`config.mk`:
```
export PLATFORM = sky130hd
export DESIGN_NAME = vga_frame_ctrl_flat
export DESIGN_NICKNAME = d
export VERILOG_FILES = /design/src/rtl/vga_frame_ctrl_if.sv /design/src/rtl/vga_frame_ctrl.sv /design/src/flat_wrapper.sv
export SDC_FILE = /design/constraint.sdc
export NUM_CORES = 1
export LEC_CHECK = 0
export BUFFER_PORTS_ARGS = -buffer_cell sky130_fd_sc_hd__buf_2
export CAP_MARGIN = 20
export CORE_UTILIZATION = 55
export CTS_CLUSTER_DIAMETER = 200
export DETAILED_ROUTE_END_ITERATION = 6
export GPL_TIMING_DRIVEN = 0
export PLACE_DENSITY = 0.75
export SLEW_MARGIN = 20
export SYNTH_ARGS = -nofsm -noshare
export SYNTH_HDL_FRONTEND = slang
export SYNTH_SLANG_ARGS = --single-unit
```
`constraint.sdc`:
```
create_clock -name clk -period 7.9 [get_ports clk]
set_clock_uncertainty 0.15 [all_clocks]
set_input_delay 0.79 -clock clk [delete_from_list [all_inputs] [get_ports clk]]
set_output_delay 0.79 -clock clk [all_outputs]
set_load 0.02 [all_outputs]
```
`src/rtl/vga_frame_ctrl_if.sv`:
```
`default_nettype none
// ============================================================================
// Module      : vga_frame_ctrl_if
// Description : Host write port (Avalon-style) and PPU register-write port
//               of the VGA frame controller, grouped as one bundle.
// Revision    : 1.0 - initial release
// ============================================================================
interface vga_frame_ctrl_if;
    logic        avs_write;
    logic [2:0]  avs_address;
    logic [31:0] avs_writedata;
    logic        avs_waitrequest;
    logic        ppu_write;
    logic [2:0]  ppu_address;
    logic [31:0] ppu_writedata;

    // Host / system side: issues writes, observes the released PPU writes
    modport master (
        output avs_write, avs_address, avs_writedata,
        input  avs_waitrequest, ppu_write, ppu_address, ppu_writedata
    );

    // Frame controller side
    modport slave (
        input  avs_write, avs_address, avs_writedata,
        output avs_waitrequest, ppu_write, ppu_address, ppu_writedata
    );
endinterface
`default_nettype wire

```
`src/rtl/vga_frame_ctrl.sv`:
```
`default_nettype none
// ============================================================================
// Module      : vga_frame_ctrl
// Description : Raster generator, PPU-latency-aligned VGA output stage and
//               vblank-gated sprite-register write buffer.
// Revision    : 1.0 - initial release
// ============================================================================
module vga_frame_ctrl #(
    parameter int H_ACTIVE   = 640,
    parameter int H_FP       = 16,
    parameter int H_SYNC     = 96,
    parameter int H_BP       = 48,
    parameter int V_ACTIVE   = 480,
    parameter int V_FP       = 10,
    parameter int V_SYNC     = 2,
    parameter int V_BP       = 33,
    parameter int PPU_LAT    = 1,
    parameter int FIFO_DEPTH = 8
) (
    input  logic                   clk,
    input  logic                   reset,
    vga_frame_ctrl_if.slave        bus,
    output logic [9:0]             hcount,
    output logic [9:0]             vcount,
    input  logic [23:0]            ppu_rgb,
    output logic [7:0]             VGA_R,
    output logic [7:0]             VGA_G,
    output logic [7:0]             VGA_B,
    output logic                   VGA_HS,
    output logic                   VGA_VS,
    output logic                   VGA_BLANK_n,
    output logic                   VGA_SYNC_n,
    output logic                   VGA_CLK,
    output logic                   vblank_irq
);
    localparam int H_TOTAL = H_ACTIVE + H_FP + H_SYNC + H_BP;
    localparam int V_TOTAL = V_ACTIVE + V_FP + V_SYNC + V_BP;
    localparam int AW      = $clog2(FIFO_DEPTH);

    localparam logic [9:0]  C_H_LAST     = 10'(H_TOTAL - 1);
    localparam logic [9:0]  C_V_LAST     = 10'(V_TOTAL - 1);
    localparam logic [9:0]  C_H_ACTIVE   = 10'(H_ACTIVE);
    localparam logic [9:0]  C_V_ACTIVE   = 10'(V_ACTIVE);
    localparam logic [9:0]  C_V_ACT_LAST = 10'(V_ACTIVE - 1);
    localparam logic [9:0]  C_HS_START   = 10'(H_ACTIVE + H_FP);
    localparam logic [9:0]  C_HS_END     = 10'(H_ACTIVE + H_FP + H_SYNC);
    localparam logic [9:0]  C_VS_START   = 10'(V_ACTIVE + V_FP);
    localparam logic [9:0]  C_VS_END     = 10'(V_ACTIVE + V_FP + V_SYNC);
    localparam logic [9:0]  C_ONE10      = 10'd1;
    localparam logic [AW:0] C_FIFO_FULL  = (AW + 1)'(FIFO_DEPTH);
    localparam logic [AW:0] C_CNT_ONE    = (AW + 1)'(1);
    localparam logic [AW-1:0] C_PTR_ONE  = AW'(1);

    // Raster state
    logic        pix_en_q;
    logic [9:0]  hcount_q, hcount_d;
    logic [9:0]  vcount_q, vcount_d;

    // Sync/blank pipeline: bit 2 = hs, bit 1 = vs, bit 0 = blank (1 = blanked)
    logic [2:0]  w_raw;
    logic [2:0]  w_dly;
    logic        hs_q, vs_q, blank_q;
    logic [23:0] rgb_q;
    logic        irq_q;

    // Write buffer
    logic [34:0]   mem_q [FIFO_DEPTH];
    logic [AW-1:0] wr_ptr_q, rd_ptr_q;
    logic [AW:0]   count_q, count_d;
    logic          w_full, w_empty, w_in_vblank, w_push, w_pop;
    logic          ppu_write_q;
    logic [2:0]    ppu_address_q;
    logic [31:0]   ppu_writedata_q;

    // Next raster position: advance one pixel on each pixel-enable clk
    always_comb begin
        hcount_d = hcount_q;
        vcount_d = vcount_q;
        if (pix_en_q) begin
            if (hcount_q == C_H_LAST) begin
                hcount_d = '0;
                vcount_d = (vcount_q == C_V_LAST) ? '0 : vcount_q + C_ONE10;
            end else begin
                hcount_d = hcount_q + C_ONE10;
            end
        end
    end

    // Pixel enable toggle and raster counters
    always_ff @(posedge clk or posedge reset) begin
        if (reset) begin
            pix_en_q <= 1'b0;
            hcount_q <= '0;
            vcount_q <= '0;
        end else begin
            pix_en_q <= ~pix_en_q;
            hcount_q <= hcount_d;
            vcount_q <= vcount_d;
        end
    end

    assign w_raw[2] = ~((hcount_q >= C_HS_START) && (hcount_q < C_HS_END));
    assign w_raw[1] = ~((vcount_q >= C_VS_START) && (vcount_q < C_VS_END));
    assign w_raw[0] = (hcount_q >= C_H_ACTIVE) || (vcount_q >= C_V_ACTIVE);

    // Delay sync/blank by the PPU latency so they line up with ppu_rgb
    generate
        if (PPU_LAT == 0) begin : g_no_delay
            assign w_dly = w_raw;
        end else begin : g_delay
            logic [2:0] dly_q [PPU_LAT];

            // Pixel-tick shift register, resets to syncs inactive / blanked
            always_ff @(posedge clk or posedge reset) begin
                if (reset) begin
                    for (int i = 0; i < PPU_LAT; i++) dly_q[i] <= 3'b111;
                end else if (pix_en_q) begin
                    dly_q[0] <= w_raw;
                    for (int i = 1; i < PPU_LAT; i++) dly_q[i] <= dly_q[i-1];
                end
            end

            assign w_dly = dly_q[PPU_LAT-1];
        end
    endgenerate

    // Output register: aligned sync/blank plus blank-masked colour
    always_ff @(posedge clk or posedge reset) begin
        if (reset) begin
            hs_q    <= 1'b1;
            vs_q    <= 1'b1;
            blank_q <= 1'b1;
            rgb_q   <= '0;
        end else if (pix_en_q) begin
            hs_q    <= w_dly[2];
            vs_q    <= w_dly[1];
            blank_q <= w_dly[0];
            rgb_q   <= w_dly[0] ? 24'h0 : ppu_rgb;
        end
    end

    // One-clk pulse right after the raster enters the first blank line
    always_ff @(posedge clk or posedge reset) begin
        if (reset) begin
            irq_q <= 1'b0;
        end else begin
            irq_q <= pix_en_q && (hcount_q == C_H_LAST) && (vcount_q == C_V_ACT_LAST);
        end
    end

    assign w_full      = (count_q == C_FIFO_FULL);
    assign w_empty     = (count_q == '0);
    assign w_in_vblank = (vcount_q >= C_V_ACTIVE);
    assign w_push      = bus.avs_write && !w_full;
    assign w_pop       = !w_empty && w_in_vblank;

    // Occupancy: simultaneous push and pop leaves it unchanged
    always_comb begin
        count_d = count_q;
        if (w_push && !w_pop) begin
            count_d = count_q + C_CNT_ONE;
        end else if (w_pop && !w_push) begin
            count_d = count_q - C_CNT_ONE;
        end
    end

    // Buffer pointers and occupancy; reset flushes all queued writes
    always_ff @(posedge clk or posedge reset) begin
        if (reset) begin
            wr_ptr_q <= '0;
            rd_ptr_q <= '0;
            count_q  <= '0;
        end else begin
            if (w_push) wr_ptr_q <= wr_ptr_q + C_PTR_ONE;
            if (w_pop)  rd_ptr_q <= rd_ptr_q + C_PTR_ONE;
            count_q <= count_d;
        end
    end

    // Buffer storage; contents need no reset since occupancy guards them
    always_ff @(posedge clk) begin
        if (w_push) mem_q[wr_ptr_q] <= {bus.avs_address, bus.avs_writedata};
    end

    // Release the head entry to the PPU one clk after it is popped
    always_ff @(posedge clk or posedge reset) begin
        if (reset) begin
            ppu_write_q     <= 1'b0;
            ppu_address_q   <= '0;
            ppu_writedata_q <= '0;
        end else begin
            ppu_write_q <= w_pop;
            if (w_pop) begin
                {ppu_address_q, ppu_writedata_q} <= mem_q[rd_ptr_q];
            end
        end
    end

    assign bus.avs_waitrequest = w_full;
    assign bus.ppu_write       = ppu_write_q;
    assign bus.ppu_address     = ppu_address_q;
    assign bus.ppu_writedata   = ppu_writedata_q;

    assign hcount      = hcount_q;
    assign vcount      = vcount_q;
    assign VGA_R       = rgb_q[23:16];
    assign VGA_G       = rgb_q[15:8];
    assign VGA_B       = rgb_q[7:0];
    assign VGA_HS      = hs_q;
    assign VGA_VS      = vs_q;
    assign VGA_BLANK_n = ~blank_q;
    assign VGA_SYNC_n  = 1'b0;
    assign VGA_CLK     = pix_en_q;
    assign vblank_irq  = irq_q;
endmodule
`default_nettype wire

```
`src/flat_wrapper.sv`:
```
// flat-port wrapper written by rule: the top's interface ports become plain ports
module vga_frame_ctrl_flat 
#(
    parameter int H_ACTIVE   = 640,
    parameter int H_FP       = 16,
    parameter int H_SYNC     = 96,
    parameter int H_BP       = 48,
    parameter int V_ACTIVE   = 480,
    parameter int V_FP       = 10,
    parameter int V_SYNC     = 2,
    parameter int V_BP       = 33,
    parameter int PPU_LAT    = 1,
    parameter int FIFO_DEPTH = 8
)
  (clk, reset, hcount, vcount, ppu_rgb, VGA_R, VGA_G, VGA_B, VGA_HS, VGA_VS, VGA_BLANK_n, VGA_SYNC_n, VGA_CLK, vblank_irq, bus_avs_write, bus_avs_address, bus_avs_writedata, bus_avs_waitrequest, bus_ppu_write, bus_ppu_address, bus_ppu_writedata);
  vga_frame_ctrl_if bus_i ();
  input  logic clk;
  input  logic reset;
  output logic [9:0] hcount;
  output logic [9:0] vcount;
  input  logic [23:0] ppu_rgb;
  output logic [7:0] VGA_R;
  output logic [7:0] VGA_G;
  output logic [7:0] VGA_B;
  output logic VGA_HS;
  output logic VGA_VS;
  output logic VGA_BLANK_n;
  output logic VGA_SYNC_n;
  output logic VGA_CLK;
  output logic vblank_irq;
  input wire logic [$bits(bus_i.avs_write)-1:0] bus_avs_write;
  input wire logic [$bits(bus_i.avs_address)-1:0] bus_avs_address;
  input wire logic [$bits(bus_i.avs_writedata)-1:0] bus_avs_writedata;
  output wire logic [$bits(bus_i.avs_waitrequest)-1:0] bus_avs_waitrequest;
  output wire logic [$bits(bus_i.ppu_write)-1:0] bus_ppu_write;
  output wire logic [$bits(bus_i.ppu_address)-1:0] bus_ppu_address;
  output wire logic [$bits(bus_i.ppu_writedata)-1:0] bus_ppu_writedata;
  assign bus_i.avs_write = bus_avs_write;
  assign bus_i.avs_address = bus_avs_address;
  assign bus_i.avs_writedata = bus_avs_writedata;
  assign bus_avs_waitrequest = bus_i.avs_waitrequest;
  assign bus_ppu_write = bus_i.ppu_write;
  assign bus_ppu_address = bus_i.ppu_address;
  assign bus_ppu_writedata = bus_i.ppu_writedata;
  vga_frame_ctrl #(.H_ACTIVE(H_ACTIVE), .H_FP(H_FP), .H_SYNC(H_SYNC), .H_BP(H_BP), .V_ACTIVE(V_ACTIVE), .V_FP(V_FP), .V_SYNC(V_SYNC), .V_BP(V_BP), .PPU_LAT(PPU_LAT), .FIFO_DEPTH(FIFO_DEPTH)) u_core (.clk(clk), .reset(reset), .bus(bus_i), .hcount(hcount), .vcount(vcount), .ppu_rgb(ppu_rgb), .VGA_R(VGA_R), .VGA_G(VGA_G), .VGA_B(VGA_B), .VGA_HS(VGA_HS), .VGA_VS(VGA_VS), .VGA_BLANK_n(VGA_BLANK_n), .VGA_SYNC_n(VGA_SYNC_n), .VGA_CLK(VGA_CLK), .vblank_irq(vblank_irq));
endmodule
```
==> out/qor.csv <==
metric,value,unit
# Post-CTS Setup Buffers,0,
Tightest Hold Check Type,input port to async pin,
Int Pwr,0.00357,W
layout cell share with drive strength beyond 1,35.7,%
"Remaining Overflow, GRT",0,
clock share of power,37.1,%
Reg2Reg Launch Point,u_core.vcount[7],
register area share after synthesis,74.8,%
fin crit period,3.29,ns
die height,165,µm
DRT Pass-1 Iters,5,
status,finished clean,
final wirelength,30100,µm
Clock Latency Late Sink,0.53,ns
"Distinct cells, synth",50,
"FF+latch count, synth",378,
Area contributors post-synth,"edfxtp_1 58%, dfrtp_1 16%, mux4_2 11%",
worst-path maximum fanout,10,
Final Setup Violations,0,
Register Area,0.0109,mm²
Via-to-Cell Ratio,5.80,
# resized after CTS,0,
1st-iter DRT viols,710,
largest net degree at the start of global routing,62,
total global-route track usage,22.9,%
Core ar.,0.0260,mm²
part of the power in registers,52.9,%
via count,7887,
H-Tree Depth,2,
Worst-path clk slew,0.06,ns
post-synth net total,835,
initial antenna violation count,4,
area grow syn2layout,19.2,%
Rel. slew slack,39.4,%
FP Rows,59,
Routed Antenna Nets,0,
gpl congestion,0.798,
Residual DRC,0,
CTS buffer count,38,
number of global-route vias before repair,7910,
CTS Buffer Depth,3,
crit path capture type,register,
cts hold-fix bufs,0,
DIE AREA,0.0271,mm²
R2R cell count,12,
Synth area leader,edfxtp_1,
DP HPWL,19500,µm
CTS tree,done,
PortBufs,147,
Net Switching,0.00108,W
"Top FF cell, synth",edfxtp_1,
area share of the largest cell type after synthesis,57.8,%
combinational share of power,10.0,%
initial core utilization,55.9,%
period utilisation layout,41.6,%
syn_area_per_cell,19.1,µm²
die width,165,µm
fin nets,1064,
leading cell type by number of instances after synthesis,edfxtp_1,
final hold viol count,0,
Async SR Flop Fraction,25.9,%
R2R Setup Slk,4.61,ns
worst vdd ir,0.172,mV
clock sinks,378,
# Max-Cap Violations,0,
critical path required time,8.20,ns
synthesized area,0.0145,mm²
root buf cell,clkbuf_16,
Synth warnings,0,
"EDFF count, synth",280,
worst-margin pin slew,0.910,ns
Pleak,6.51,nW
Pwr Total,0.00464,W
Fill cells,1729,
Syn Inst Count,762,
most common library cells after synthesis,"280 x edfxtp_1, 92 x dfrtp_1, 70 x mux4_2",
Pwr Density,268,mW/mm²
r2r endpoint,u_core.count_q[3],
fmax,304,MHz
multi-input logic area,0.00344,mm²
end-of-flow core utilization,66.7,%
RSZ-0062 raised after global routing,false,
CP Data Arrival Time,3.59,ns
switch share,23.2,%
WS Path Type,register to register,
fin. max-slew vios,0,
Critical Path Source Type,register,
Wirelength per Cell,22.2,µm
first-pass GRT wire length,45400,µm
I/O pin total,149,
power groups by stage:
stage                     clock network (W)  logic (W)  registers (W)
final                               0.00172   0.000465        0.00246
after global placement                    0   0.000371        0.00252
after global routing                0.00182   0.000508        0.00247
after floorplan                           0   0.000232        0.00250
after detailed placement                  0   0.000467        0.00249
after CTS                           0.00175   0.000472        0.00246
placed cells by master (no fill, tap or decap), types with 5 or more instances in the layout:
master	netlist	final
inv_1	11	10
nand3_1	5	5
clkbuf_1	7	14
buf_6	2	9
a21oi_1	38	38
mux4_2	70	70
buf_1	8	8
edfxtp_1	280	280
mux2i_1	36	36
clkinv_2	0	7
buf_2	7	164
nor2_1	50	49
nand4_1	9	9
clkbuf_16	0	39
ha_1	10	10
a22o_1	25	25
dfrtp_1	92	92
o21ai_0	5	5
dfstp_2	6	6
xnor2_1	15	15
nand2_1	17	17
clkinv_1	1	10
buf_4	14	36
mux2_2	7	7
critical path, stage by stage (launching register included):
cell and delay (ns):
dfrtp_1 0.51, a41o_1 0.28, a21boi_2 0.31, buf_4 0.25, buf_2 0.31, inv_1 0.08
ha_1 0.21, inv_1 0.14, ha_1 0.25, a21o_1 0.18, a21oi_1 0.17, mux2i_1 0.24
xnor2_1 0.13
sequential cells by signal, indices dropped and copies added, names as in the netlist, 3 cells and up:
register / count
u_core.mem_q: 280
u_core.bus.ppu_writedata: 32
u_core.rgb_q: 24
u_core.hcount: 10
u_core.vcount: 10
u_core.count_q: 4
u_core.bus.ppu_address: 3
u_core.g_delay.dly_q: 3
u_core.rd_ptr_q: 3
u_core.wr_ptr_q: 3
stage by stage:
step           instance area, µm²  TNS, ns  hold slack [ns]  setup WS (ns)  instances
6_report                    17300        0            0.120           4.61       1359
5_1_grt                     17300        0            0.132           4.45       1357
4_1_cts                     17300        0            0.119           4.59       1356
3_5_place_dp                16100        0            0.326           4.57       1286
3_3_place_gp                15700   -51.75            0.322          -1.07       1244
2_1_floorplan               14500        0            0.310           2.56        762
kinds of logic after synthesis:
logic type	after synthesis	synth area share (%)
multiplexers	113	13.9
adder cells (fa/ha/maj)	11	0.998
flip-flops	378	74.8
AND/OR/NAND/NOR	108	3.70
AO/OA/AOI/OAI	80	3.62
buffers and inverters	52	1.88
other	1	0.0258
XOR/XNOR	19	1.14
layout make-up:
type / count / area share [%]
clock inverters: 22 / 1.03
multi-input cells: 332 / 19.9
repair buffers: 189 / 6.42
plain buffers: 39 / 1.29
flip-flops and latches: 378 / 62.7
inverters: 13 / 0.310
clock buffers: 48 / 5.94
well taps: 335 / 2.42
diodes: 3 / 0.0433
per-layer routing:
layer  part of all wire [%]  global-route usage [%]  vias to the layer above
met4                    1.7                    6.09                        4
met3                    7.6                    4.52                       45
met1                     41                    31.7                     4020
met2                     49                    37.5                      337
met5                  0.090                       0                        -
li1                       -                       -                     3481
worst max-delay path by stage:
stage | startpoint | endpoint | slack [ns] | cells past startpoint
6_report | u_core.vcount[7] | u_core.count_q[3] | 4.61 | 12
5_1_grt | u_core.vcount[7] | u_core.count_q[3] | 4.45 | 12
4_1_cts | u_core.count_q[0] | u_core.mem_q[4][9] | 4.59 | 9
3_5_place_dp | bus_avs_write | u_core.mem_q[4][9] | 4.57 | 8
3_3_place_gp | bus_avs_write | u_core.mem_q[4][5] | -1.07 | 3
2_1_floorplan | u_core.count_q[0] | u_core.mem_q[4][0] | 2.56 | 4
(Power assumes the default switching activity.)
